### src/rtl/calc_pkg.sv
// calc_pkg: key codes, operator and state encodings shared by the calculator core
package calc_pkg;
  localparam logic [4:0] KEY_ADD = 5'h10;
  localparam logic [4:0] KEY_SUB = 5'h11;
  localparam logic [4:0] KEY_MUL = 5'h12;
  localparam logic [4:0] KEY_EQ  = 5'h13;
  localparam logic [4:0] KEY_CLR = 5'h14;
  typedef enum logic [1:0] {OP_NONE, OP_ADD, OP_SUB, OP_MUL} op_t;
  typedef enum logic [1:0] {ST_RESULT, ST_ENTRY, ST_BUSY} state_t;
  function automatic op_t key_to_op(input logic [4:0] k);
    return k == KEY_ADD ? OP_ADD : k == KEY_SUB ? OP_SUB : k == KEY_MUL ? OP_MUL : OP_NONE;
  endfunction
endpackage

### src/rtl/calc_mult.sv
// calc_mult: sequential shift-add multiplier, one partial product per cycle
module calc_mult #(
  parameter int WIDTH = 16
) (
  input  logic                 clk5,
  input  logic                 reset,
  input  logic                 start,
  input  logic                 abort,
  input  logic [WIDTH-1:0]     a,
  input  logic [WIDTH-1:0]     b,
  output logic                 done,
  output logic [2*WIDTH-1:0]   product
);
  logic [4:0] cnt;
  logic [2*WIDTH-1:0] mcand;
  logic [WIDTH-1:0] mplier;
  always_ff @(posedge clk5 or negedge reset) begin
    if (!reset) begin
      cnt <= '0;
      mcand <= '0;
      mplier <= '0;
      product <= '0;
      done <= 1'b0;
    end else if (abort) begin
      cnt <= '0;
      done <= 1'b0;
    end else if (start) begin
      cnt <= 5'(WIDTH);
      mcand <= {{WIDTH{1'b0}}, a};
      mplier <= b;
      product <= '0;
      done <= 1'b0;
    end else begin
      // done follows the last iteration so product is already final
      done <= cnt == 5'd1;
      if (cnt != 5'd0) begin
        if (mplier[0]) product <= product + mcand;
        mcand <= mcand << 1;
        mplier <= mplier >> 1;
        cnt <= cnt - 5'd1;
      end
    end
  end
endmodule

### src/rtl/calc_core.sv
// calc_core: calculator key sequencing, entry/accumulator datapath and display drive
module calc_core
  import calc_pkg::*;
#(
  parameter int WIDTH = 16
) (
  input  logic             clk5,
  input  logic             reset,
  input  logic             newkey,
  input  logic [4:0]       keycode,
  output logic             busy,
  output logic [WIDTH:0]   dispVal,
  output logic [3:0]       point
);
  state_t st, st_n;
  op_t op, op_n;
  logic [WIDTH-1:0] x, x_n, acc, acc_n;
  logic ovf, ovf_n, start, done;
  logic [2*WIDTH-1:0] product;
  logic is_dig, is_op, is_clr;
  logic [WIDTH:0] sum, dif;
  assign is_dig = newkey && !keycode[4];
  assign is_op  = newkey && keycode >= KEY_ADD && keycode <= KEY_EQ;
  assign is_clr = newkey && keycode == KEY_CLR;
  assign sum = {1'b0, acc} + {1'b0, x};
  assign dif = {1'b0, acc} - {1'b0, x};
  calc_mult #(.WIDTH(WIDTH)) u_mult (
    .clk5(clk5), .reset(reset), .start(start), .abort(is_clr),
    .a(acc), .b(x), .done(done), .product(product)
  );
  always_comb begin
    st_n = st;
    op_n = op;
    x_n = x;
    acc_n = acc;
    ovf_n = ovf;
    start = 1'b0;
    if (st == ST_BUSY) begin
      if (done) begin
        acc_n = product[WIDTH-1:0];
        ovf_n = |product[2*WIDTH-1:WIDTH];
        st_n = ST_RESULT;
      end
    end else if (is_dig) begin
      x_n = st == ST_ENTRY ? {x[WIDTH-5:0], keycode[3:0]} : {{(WIDTH-4){1'b0}}, keycode[3:0]};
      st_n = ST_ENTRY;
    end else if (is_op) begin
      op_n = key_to_op(keycode);
      if (st == ST_ENTRY) begin
        start = op == OP_MUL;
        st_n = op == OP_MUL ? ST_BUSY : ST_RESULT;
        acc_n = op == OP_ADD ? sum[WIDTH-1:0] : op == OP_SUB ? dif[WIDTH-1:0] : op == OP_NONE ? x : acc;
        ovf_n = op == OP_ADD ? sum[WIDTH] : op == OP_SUB ? dif[WIDTH] : op == OP_NONE ? 1'b0 : ovf;
      end
    end
  end
  always_ff @(posedge clk5 or negedge reset) begin
    if (!reset) begin
      st <= ST_RESULT;
      op <= OP_NONE;
      x <= '0;
      acc <= '0;
      ovf <= 1'b0;
      busy <= 1'b0;
      dispVal <= '0;
      point <= '0;
    end else if (is_clr) begin
      st <= ST_RESULT;
      op <= OP_NONE;
      x <= '0;
      acc <= '0;
      ovf <= 1'b0;
      busy <= 1'b0;
      dispVal <= '0;
      point <= '0;
    end else begin
      st <= st_n;
      op <= op_n;
      x <= x_n;
      acc <= acc_n;
      ovf <= ovf_n;
      busy <= st_n == ST_BUSY;
      // the display freezes on the last operand while the multiplier runs
      dispVal <= st_n == ST_BUSY ? dispVal : {ovf_n, st_n == ST_ENTRY ? x_n : acc_n};
      point <= {ovf_n, op_n == OP_MUL, op_n == OP_SUB, op_n == OP_ADD};
    end
  end
endmodule

### config.mk
export PLATFORM = sky130hd
export DESIGN_NAME = calc_core
export DESIGN_NICKNAME = d
export VERILOG_FILES = /design/src/rtl/calc_pkg.sv /design/src/rtl/calc_mult.sv /design/src/rtl/calc_core.sv
export SDC_FILE = /design/constraint.sdc
export NUM_CORES = 1
export LEC_CHECK = 0
export ABC_AREA = 1
export CAP_MARGIN = 40
export CORE_ASPECT_RATIO = 0.7
export CORE_MARGIN = 3
export CORE_UTILIZATION = 30
export CTS_CLUSTER_SIZE = 25
export DETAILED_ROUTE_END_ITERATION = 8
export GPL_ROUTABILITY_DRIVEN = 1
export SYNTH_ARGS = -nofsm -noshare
export SYNTH_HDL_FRONTEND = slang
export SYNTH_SLANG_ARGS = --single-unit
### constraint.sdc
create_clock -name clk5 -period 4.3 [get_ports clk5]
set_clock_uncertainty 0.05 [all_clocks]
set_input_delay 0.86 -clock clk5 [delete_from_list [all_inputs] [get_ports clk5]]
set_output_delay 0.86 -clock clk5 [all_outputs]
set_load 0.02 [all_outputs]
======== Yosys cells after proc, flatten, opt, wreduce, memory -nomap -nowiden ========
Cells that the tools add are included.
word-level totals
  register bits ........................... 145
  logic and storage cells ................. 106
cells by class
  $add $sub $neg .......................... 4
  $lt $le $gt $ge ......................... 2
  equality and inequality tests ........... 16
  muxes and demuxes ....................... 57
  bitwise operators ....................... 1
  reduce and logical (&&, ||, !) cells .... 13
operators by type and width
  kind                 number
  $mux 16              16
  $mux 32              5
  $mux 17              2
  $add 32x32->32       1
  $mux 2               14
  $eq 5x5->1 const B   4
  $add 16x16->17       1
  $sub 16x16->17       1
  $mux 1               16
  $reduce_or 16->1     1
  $mux 5               3
  $eq 2x2->1 const B   6
  $eq 2x1->1 const B   4
  $eq 5x1->1 const B   1
  $ge 5x5->1 const B   1
  $le 5x5->1 const B   1
  $reduce_bool 5->1    1
  $sub 5x1->5 const B  1
  $logic_and 1x1->1    4
  $mux 4               1
  $reduce_bool 2->1    2
  $reduce_and 3->1     1
  $reduce_bool 3->1    1
  $logic_not 2->1      1
  4 further kinds      4

======== Depth between registers and ports, before layout ========
Gate-level depths: netlist of run 1.
  word-level depth ........................ 11
  mapped depth ............................ 20
  mapped depth without buffers ............ 20

======== By module ========
Synthesis of run 1 repeated with hierarchy kept, for this count alone.
second synthesis, totals
  cells, all modules ...................... 1,721
  area, all modules ....................... 11,115.7 um^2
by module, submodules not included
  module     instances  cells each  area each (um^2)  seq. area each (um^2)
  calc_mult  1          892         5,923.2           2,152.1
  calc_core  1          829         5,192.5           1,451.4

======== Least setup slack after synthesis of run 1 ========
OpenSTA, ideal clock, no wires.
  kind .................................... in2reg
  start point ............................. input port keycode[0]
  end point ............................... register u_mult.product[24]
  library setup time ...................... 0.123 ns
  data arrival time ....................... 2.288 ns
  required time ........................... 4.127 ns
  setup slack ............................. 1.839 ns
  cell stages on the path ................. 12
  path buffers ............................ 1
  cells stage by stage .................... or2_1 nor3_4 inv_2 nand2_1 nor2_1 inv_2 nor2_1 inv_2 buf_4 a21oi_1 o21ai_0 nand2_1
between the ends
  word-level cells in the longest chain between the ends .. 8
  elaborated cells on any way between the ends .. 14
  classes of those cells .................. order compare: 2; eq/ne: 1; mux: 4; bitwise: 1; reduce/logical: 6
RTL lines
  element                             line             text
  start: declaration                  calc_core.sv:10  input logic [4:0] keycode,
  $ge 5x5->1                          calc_core.sv:23  assign is_op = newkey && keycode >= KEY_ADD && keycode <= KEY_EQ;
  $logic_and 1x1->1 (2 in a row)      calc_core.sv:23
  $mux 1                              calc_core.sv:47  end else if (is_op) begin
  $mux 1                              calc_core.sv:44  end else if (is_dig) begin
  $mux 1                              calc_core.sv:38  if (st == ST_BUSY) begin
  $reduce_bool 2->1 (no source line)  --
  $reduce_and 3->1 (no source line)   --
  end signal: assignment              calc_mult.sv:37  if (mplier[0]) product <= product + mcand;
  end: declaration                    calc_mult.sv:12  output logic [2*WIDTH-1:0] product
Several ways; a longest one is shown, not always the timed one.
A chain may end at the register's enable or synchronous reset.

======== Worst setup path in the final report of run 1 ========
  start point ............................. input port keycode[3]
  end point ............................... register dispVal[11]
between the ends
  word-level cells in the longest chain between the ends .. 10
  elaborated cells on any way between the ends .. 18
  classes of those cells .................. order compare: 2; eq/ne: 4; mux: 9; reduce/logical: 3
RTL lines
  element                         line             text
  $ge 5x5->1                      calc_core.sv:23
  $logic_and 1x1->1 (2 in a row)  calc_core.sv:23
  $mux 2                          calc_core.sv:47
  $mux 2                          calc_core.sv:44
  $mux 2                          calc_core.sv:38
  $eq 2x1->1                      calc_core.sv:84  dispVal <= st_n == ST_BUSY ? dispVal : {ovf_n, st_n == ST_ENTRY ? x_n : acc_n};
  $mux 16                         calc_core.sv:84
  $mux 17                         calc_core.sv:84
  $mux 17                         calc_core.sv:67  end else if (is_clr) begin
  end signal: assignment          calc_core.sv:84
  end: declaration                calc_core.sv:12  output logic [WIDTH:0] dispVal,
Several ways; a longest one is shown, not always the timed one. The select of a mux whose other input is x is not followed.

==> metrics.cfg, run 1 <==
[setup_path]
crit_path_end_kind=flip-flop
crit_arrival_ps=3910
crit_start=keycode[3]
cp.required_ps=4630
crit_type=input pin to flip-flop
crit_path_end=dispVal[11]$_DFFE_PN0N_
worst-r2r-setup-slack_ps=1130
r2r_start=st[1]$_DFF_PN0_
path_max_fanout=33
reg2reg_to=dispVal[11]$_DFFE_PN0N_
cp-start-kind=input pin
worstRegToRegCells=12

[sta]
fin_crit_ps=3590
setup_tns_ps=0
fmax_mhz=279
rsz0062_at_grt=false
period_share_pct=83.4
final_max_slew_viol_count=0
tightest_slew_ps=780
hold_viol_final=0
relSlewSlack_pct=48.0
setup_viol=0

[global_route]
grt.total_usage_pct=19.0
antenna_found_initial=0
grt_pass1_vias=9507
gr-total-overflow=0
grt_start_max_net_pins=81
grt_pass1_wl_microns=54100

[synthesis]
synth_edf_count=0
synth.most_common_cell=nand2_1
yosysSeqAreaShare_pct=35.0
yosys.cell_types.count=48
synthCells=1499
post_synth.cell_area_avg_sq_um=6.87
ys.flop_type=dfrtp_1
syn_area_sq_um=10300
synth_top_cell_by_area=dfrtp_1
synthTopCellsByArea=dfrtp_1 (35%), nand2_1 (15%), ha_1 (8.1%)
synth.net_count=1577
yosys-top-cells-count=nand2_1 (421), inv_1 (167), nor2_1 (154)
ys_async_sr_fraction_pct=100
synth_top_area_share_pct=35.0
yosys_register_bits=144
yosys_warnings=0

[clock_network]
postCtsSetupRepairBufs=0
clk_path_buf_depth=2
clk_latency_ps=440
cts_resized=0
cts_tree=done
h-tree-depth=4
path_clk_slew_ps=60
cts-root-buf=clkbuf_16
cts.hold.buffers_added=0
cts_made_buffers=17
clock-sinks=144

[floorplan]
pin_count=30
fp.dieH_microns=161
dieArea_sq_um=36600
floorplan.initialDensity_pct=30.6
die_w_microns=227
core_sq_um=33600
num_rows=56

[final_layout]
drive_gt1_share_pct=4.73
finalNetCount=1588
fill_cells=3600
finalNonFillerCells=1959
area_growth_pct=12.5

[power_and_ir_drop]
ir_drop_uv=284
powerDensity_nw_per_um2=819
leakage_nw=5.74

[placement]
dp_cells=1926
io_buffer_count=29
dp_hpwl_microns=26300
place_congestion=0.945

[detailed_routing]
post_drt_wl_per_cell_microns=17.5
drt_iter0_markers=1076
drc=0
vias=10300
drtAntennaViolNets=0
drt-total-wl_microns=34300
viasPerCell=5.24
first_pass_iters=5

[job]
maxCapViolations=0

[worst_hold_path]
hp-class=input pin to asynchronous set/reset pin

[outcome]
status=completed

## logic make-up after synthesis
| logic type | Yosys count | share of synthesized area, % |
|---|---|---|
| flops | 144 | 35.0 |
| simple gates | 711 | 28.3 |
| fa+ha+maj | 70 | 8.73 |
| compound gates | 332 | 18.1 |
| xor+xnor | 11 | 0.936 |
| buf+inv | 231 | 8.98 |
## flip-flops by register name, summed over array words and instances, names as in the netlist
name            cells
u_mult.mplier      16
u_mult.product     32
u_mult.cnt          5
busy                1
u_mult.done         1
op                  2
ovf                 1
st                  2
acc                16
u_mult.mcand       32
dispVal            17
point               3
x                  16
## stage by stage
step | utilization, % | instance area, sq um | hold WS (ps) | worst slack, ps | total power [mW]
finish | 34.4 | 11600 | 427 | 713 | 9.48
global route | 34.4 | 11600 | 446 | 504 | 10.3
CTS | 34.4 | 11600 | 433 | 757 | 9.38
detailed placement | 32.7 | 11000 | 416 | 333 | 7.85
global placement | 32.7 | 11000 | 414 | 313 | 7.83
floorplan | - | 10300 | 403 | 1840 | 6.20
## power breakdown
group	switching (mW)	leakage, nW	total (mW)	internal (mW)
logic	3.70	3.69	5.53	1.83
registers	0.547	1.78	2.46	1.91
clock network	0.646	0.273	1.49	0.847
## worst min path at each step
| stage | from | to | slack (ps) | depth (start not counted) |
|---|---|---|---|---|
| final | reset | u_mult.cnt[2]$_DFFE_PN0P_ | 430 | 1 |
| after global routing | dispVal[12]$_DFFE_PN0N_ | dispVal[12]$_DFFE_PN0N_ | 450 | 2 |
| after floorplan | u_mult.mplier[15]$_DFFE_PN0P_ | u_mult.mplier[15]$_DFFE_PN0P_ | 400 | 2 |
| after global placement | dispVal[4]$_DFFE_PN0N_ | dispVal[4]$_DFFE_PN0N_ | 410 | 2 |
| after CTS | dispVal[1]$_DFFE_PN0N_ | dispVal[1]$_DFFE_PN0N_ | 430 | 2 |
| after detailed placement | dispVal[1]$_DFFE_PN0N_ | dispVal[1]$_DFFE_PN0N_ | 420 | 2 |
## metal layers
metal	GRT usage (%)	up-vias	wire length [microns]
met3	4.25	32	2860
li1	-	4973	-
met4	4.50	2	467
met1	31.1	4865	18000
met2	24.4	391	12900
met5	1.08	-	53
## placed cells by master, fill, tap and decap left out, types with 13 or more instances in the layout
cell,count
a21oi_1,128
a31oi_1,35
buf_4,17
clkbuf_16,17
clkdlybuf4s50_1,28
dfrtp_1,144
ha_1,67
inv_1,167
nand2_1,420
nand3_1,72
nand4_1,13
nor2_1,154
nor3_1,32
o21ai_0,101
o22ai_1,22
## critical path, stage by stage
cell             delay, ps
clkdlybuf4s50_1        600
nor3_2                 100
nand2_2                100
nor2_4                  40
inv_2                  240
nor2_4                 140
inv_4                  290
nand2_1                110
nand2_2                110
inv_1                   70
nor2_2                 580
inv_2                  300
nand2_1                150
nand2_1                110
nand2_1                 70
## final cells by class
cell class              count  area (sq um)  area share, %
clock inverters            11           105          0.907
inverters                 177           667           5.76
multi-input cells        1124          5770           49.8
repair buffers             46           419           3.62
clock buffers              21           470           4.06
well taps                 435           544           4.70
flip-flops and latches    144          3600           31.1
diodes                      1          2.50         0.0216
(Power assumes the default switching activity.)
==> run 2, diff against run 1 <==
==> constraint.sdc (replaced) <==
create_clock -name clk5 -period 3.34 [get_ports clk5]
set_clock_uncertainty 0.05 [all_clocks]
set_input_delay 0.668 -clock clk5 [delete_from_list [all_inputs] [get_ports clk5]]
set_output_delay 0.668 -clock clk5 [all_outputs]
set_load 0.02 [all_outputs]
==> metrics.cfg, run 2 (same netlist as run 1, synthesis figures left out) <==
[detailed_routing]
first_pass_iters=5
post_drt_wl_per_cell_microns=17.3
drtAntennaViolNets=0
drc=0
vias=10300
viasPerCell=5.24
drt-total-wl_microns=34200
drt_iter0_markers=1000

[final_layout]
reg_top3=u_mult.mcand: 32 flops, u_mult.product: 32 flops, dispVal: 17 flops
most-common-layout-cells=nand2_1 (420), inv_1 (167), nor2_1 (154)
diodes=0
area_growth_pct=14.3
finalNonFillerCells=1973
layout_commonest_cell=nand2_1
drive_gt1_share_pct=5.66
finalNetCount=1603

[setup_path]
crit_type=flip-flop to flip-flop
cp_slowest_cell=dfrtp_1
reg2reg_to=dispVal[14]$_DFFE_PN0N_
cp.required_ps=3620
worstRegToRegCells=18
crit_top_cell=nand2_1
crit_chain=inv_1 > ha_1 > nand2_1 > nand2_1 > nand2_1 > nand3_1 > nand2_1 > nand2_1 > nand2_1 > nand3_1 > nand2_1 > nand2_1 > nand3_1 > nand2_1 > nand2_1 > nand2_1 > nand2_1 > nand2_1
crit_arrival_ps=3230
path_delay_family=simple AND/OR/NAND/NOR gates
worst-r2r-setup-slack_ps=390
slowest_delay_ps=500
crit_path_end_kind=flip-flop
critPathBufInv=1
cp-start-kind=flip-flop
path_max_fanout=11
r2r_start=x[3]$_DFF_PN0_

[global_route]
grtUsageMet1_pct=29.7
grt_start_max_net_pins=73
grt.total_usage_pct=18.8
use_met2_pct=25.6
grt_pass1_wl_microns=53800
gr-total-overflow=0
antenna_found_initial=0
grtUsageMet3_pct=4.41
top_usage_layer=met1
grt_pass1_vias=9550

[clock_network]
postCtsSetupRepairBufs=0
clock-sinks=144
cts-root-buf=clkbuf_16
cts_made_buffers=17
cts_resized=0
path_clk_slew_ps=70
cts_tree=done
cts.hold.buffers_added=0
clk_latency_ps=430
h-tree-depth=4
clk_path_buf_depth=2

[outcome]
status=completed

[sta]
tightest_slew_ps=826
fmax_mhz=340
whs_ps=223
setup_tns_ps=0
fin_crit_ps=2950
setup_viol=0
period_share_pct=88.2
rsz0062_at_grt=false
final_max_slew_viol_count=0
relSlewSlack_pct=44.9
hold_viol_final=0

[worst_hold_path]
hp-class=input pin to asynchronous set/reset pin

[floorplan]
core_sq_um=33600
pin_count=30
floorplan.initialDensity_pct=30.6
dieArea_sq_um=36600
fp.dieH_microns=161
num_rows=56
die_w_microns=227

[power_and_ir_drop]
powerDensity_nw_per_um2=1060
ir_drop_uv=376
leakage_nw=5.85

[job]
maxCapViolations=0

[placement]
dp_hpwl_microns=26400
place_congestion=0.971
dp_cells=1941
io_buffer_count=29

-- run 2: cell count changes in the layout (fill, tap and decap cells not counted), moves of 2 or more --
cell,before,now
clkbuf_8,3,1
clkinvlp_4,4,2
buf_4,17,31
bufinv_16,1,4
clkinv_4,1,3
clkinv_2,2,0
-- run 2: report_power, final --
| group | leakage [nW] | internal [mW] | switching (mW) |
|---|---|---|---|
| Clock | 0.307 | 1.29 | 0.843 |
| Combinational | 3.76 | 2.40 | 4.84 |
| Sequential | 1.78 | 2.46 | 0.679 |
-- run 2: worst max path at each step --
| stage | start | end | slack [ps] | cells past startpoint |
|---|---|---|---|---|
| 6_report | x[3]$_DFF_PN0_ | dispVal[14]$_DFFE_PN0N_ | 390 | 18 |
| 5_1_grt | u_mult.product[0]$_DFFE_PN0P_ | u_mult.product[22]$_DFFE_PN0P_ | 160 | 14 |
| 4_1_cts | u_mult.product[0]$_DFFE_PN0P_ | u_mult.product[22]$_DFFE_PN0P_ | 480 | 14 |
| 3_5_place_dp | keycode[2] | dispVal[0]$_DFFE_PN0N_ | 140 | 15 |
| 3_3_place_gp | keycode[2] | dispVal[2]$_DFFE_PN0N_ | 250 | 15 |
| 2_1_floorplan | u_mult.product[0]$_DFFE_PN0P_ | u_mult.product[18]$_DFFE_PN0P_ | 910 | 13 |
-- run 2: area by class of cell --
type,count,area (sq um)
fill,3596,21900
multi-input combinational,1124,5770
sequential,144,3600
inverter,177,667
timing repair buffer,61,544
tap,435,544
clock buffer,19,443
clock inverter,13,199
-- run 2: through the flow --
stage	instance area, sq um	util, %	power (mW)	setup WS, ps
final	11800	35.0	12.5	395
after floorplan	10300	-	7.98	914
after detailed placement	11100	33.1	10.2	143
after CTS	11800	35.0	12.4	481
after global routing	11800	35.0	13.6	164
after global placement	11100	33.1	10.1	251
-- run 2: per-layer routing --
metal | vias to the layer above | routed length, microns
li1 | 4992 | -
met1 | 4925 | 17200
met2 | 390 | 13500
met3 | 28 | 3130
met4 | 0 | 427
met5 | - | 0
-- run 2: worst register-to-register path, cell delays in order, from the launching register on --
cell and delay [ps]:
dfrtp_1 500, inv_1 160, ha_1 450, nand2_1 170, nand2_1 70, nand2_1 90
nand3_1 220, nand2_1 220, nand2_1 90, nand2_1 70, nand3_1 70, nand2_1 60
nand2_1 50, nand3_1 100, nand2_1 60, nand2_1 220, nand2_1 80, nand2_1 70
nand2_1 50
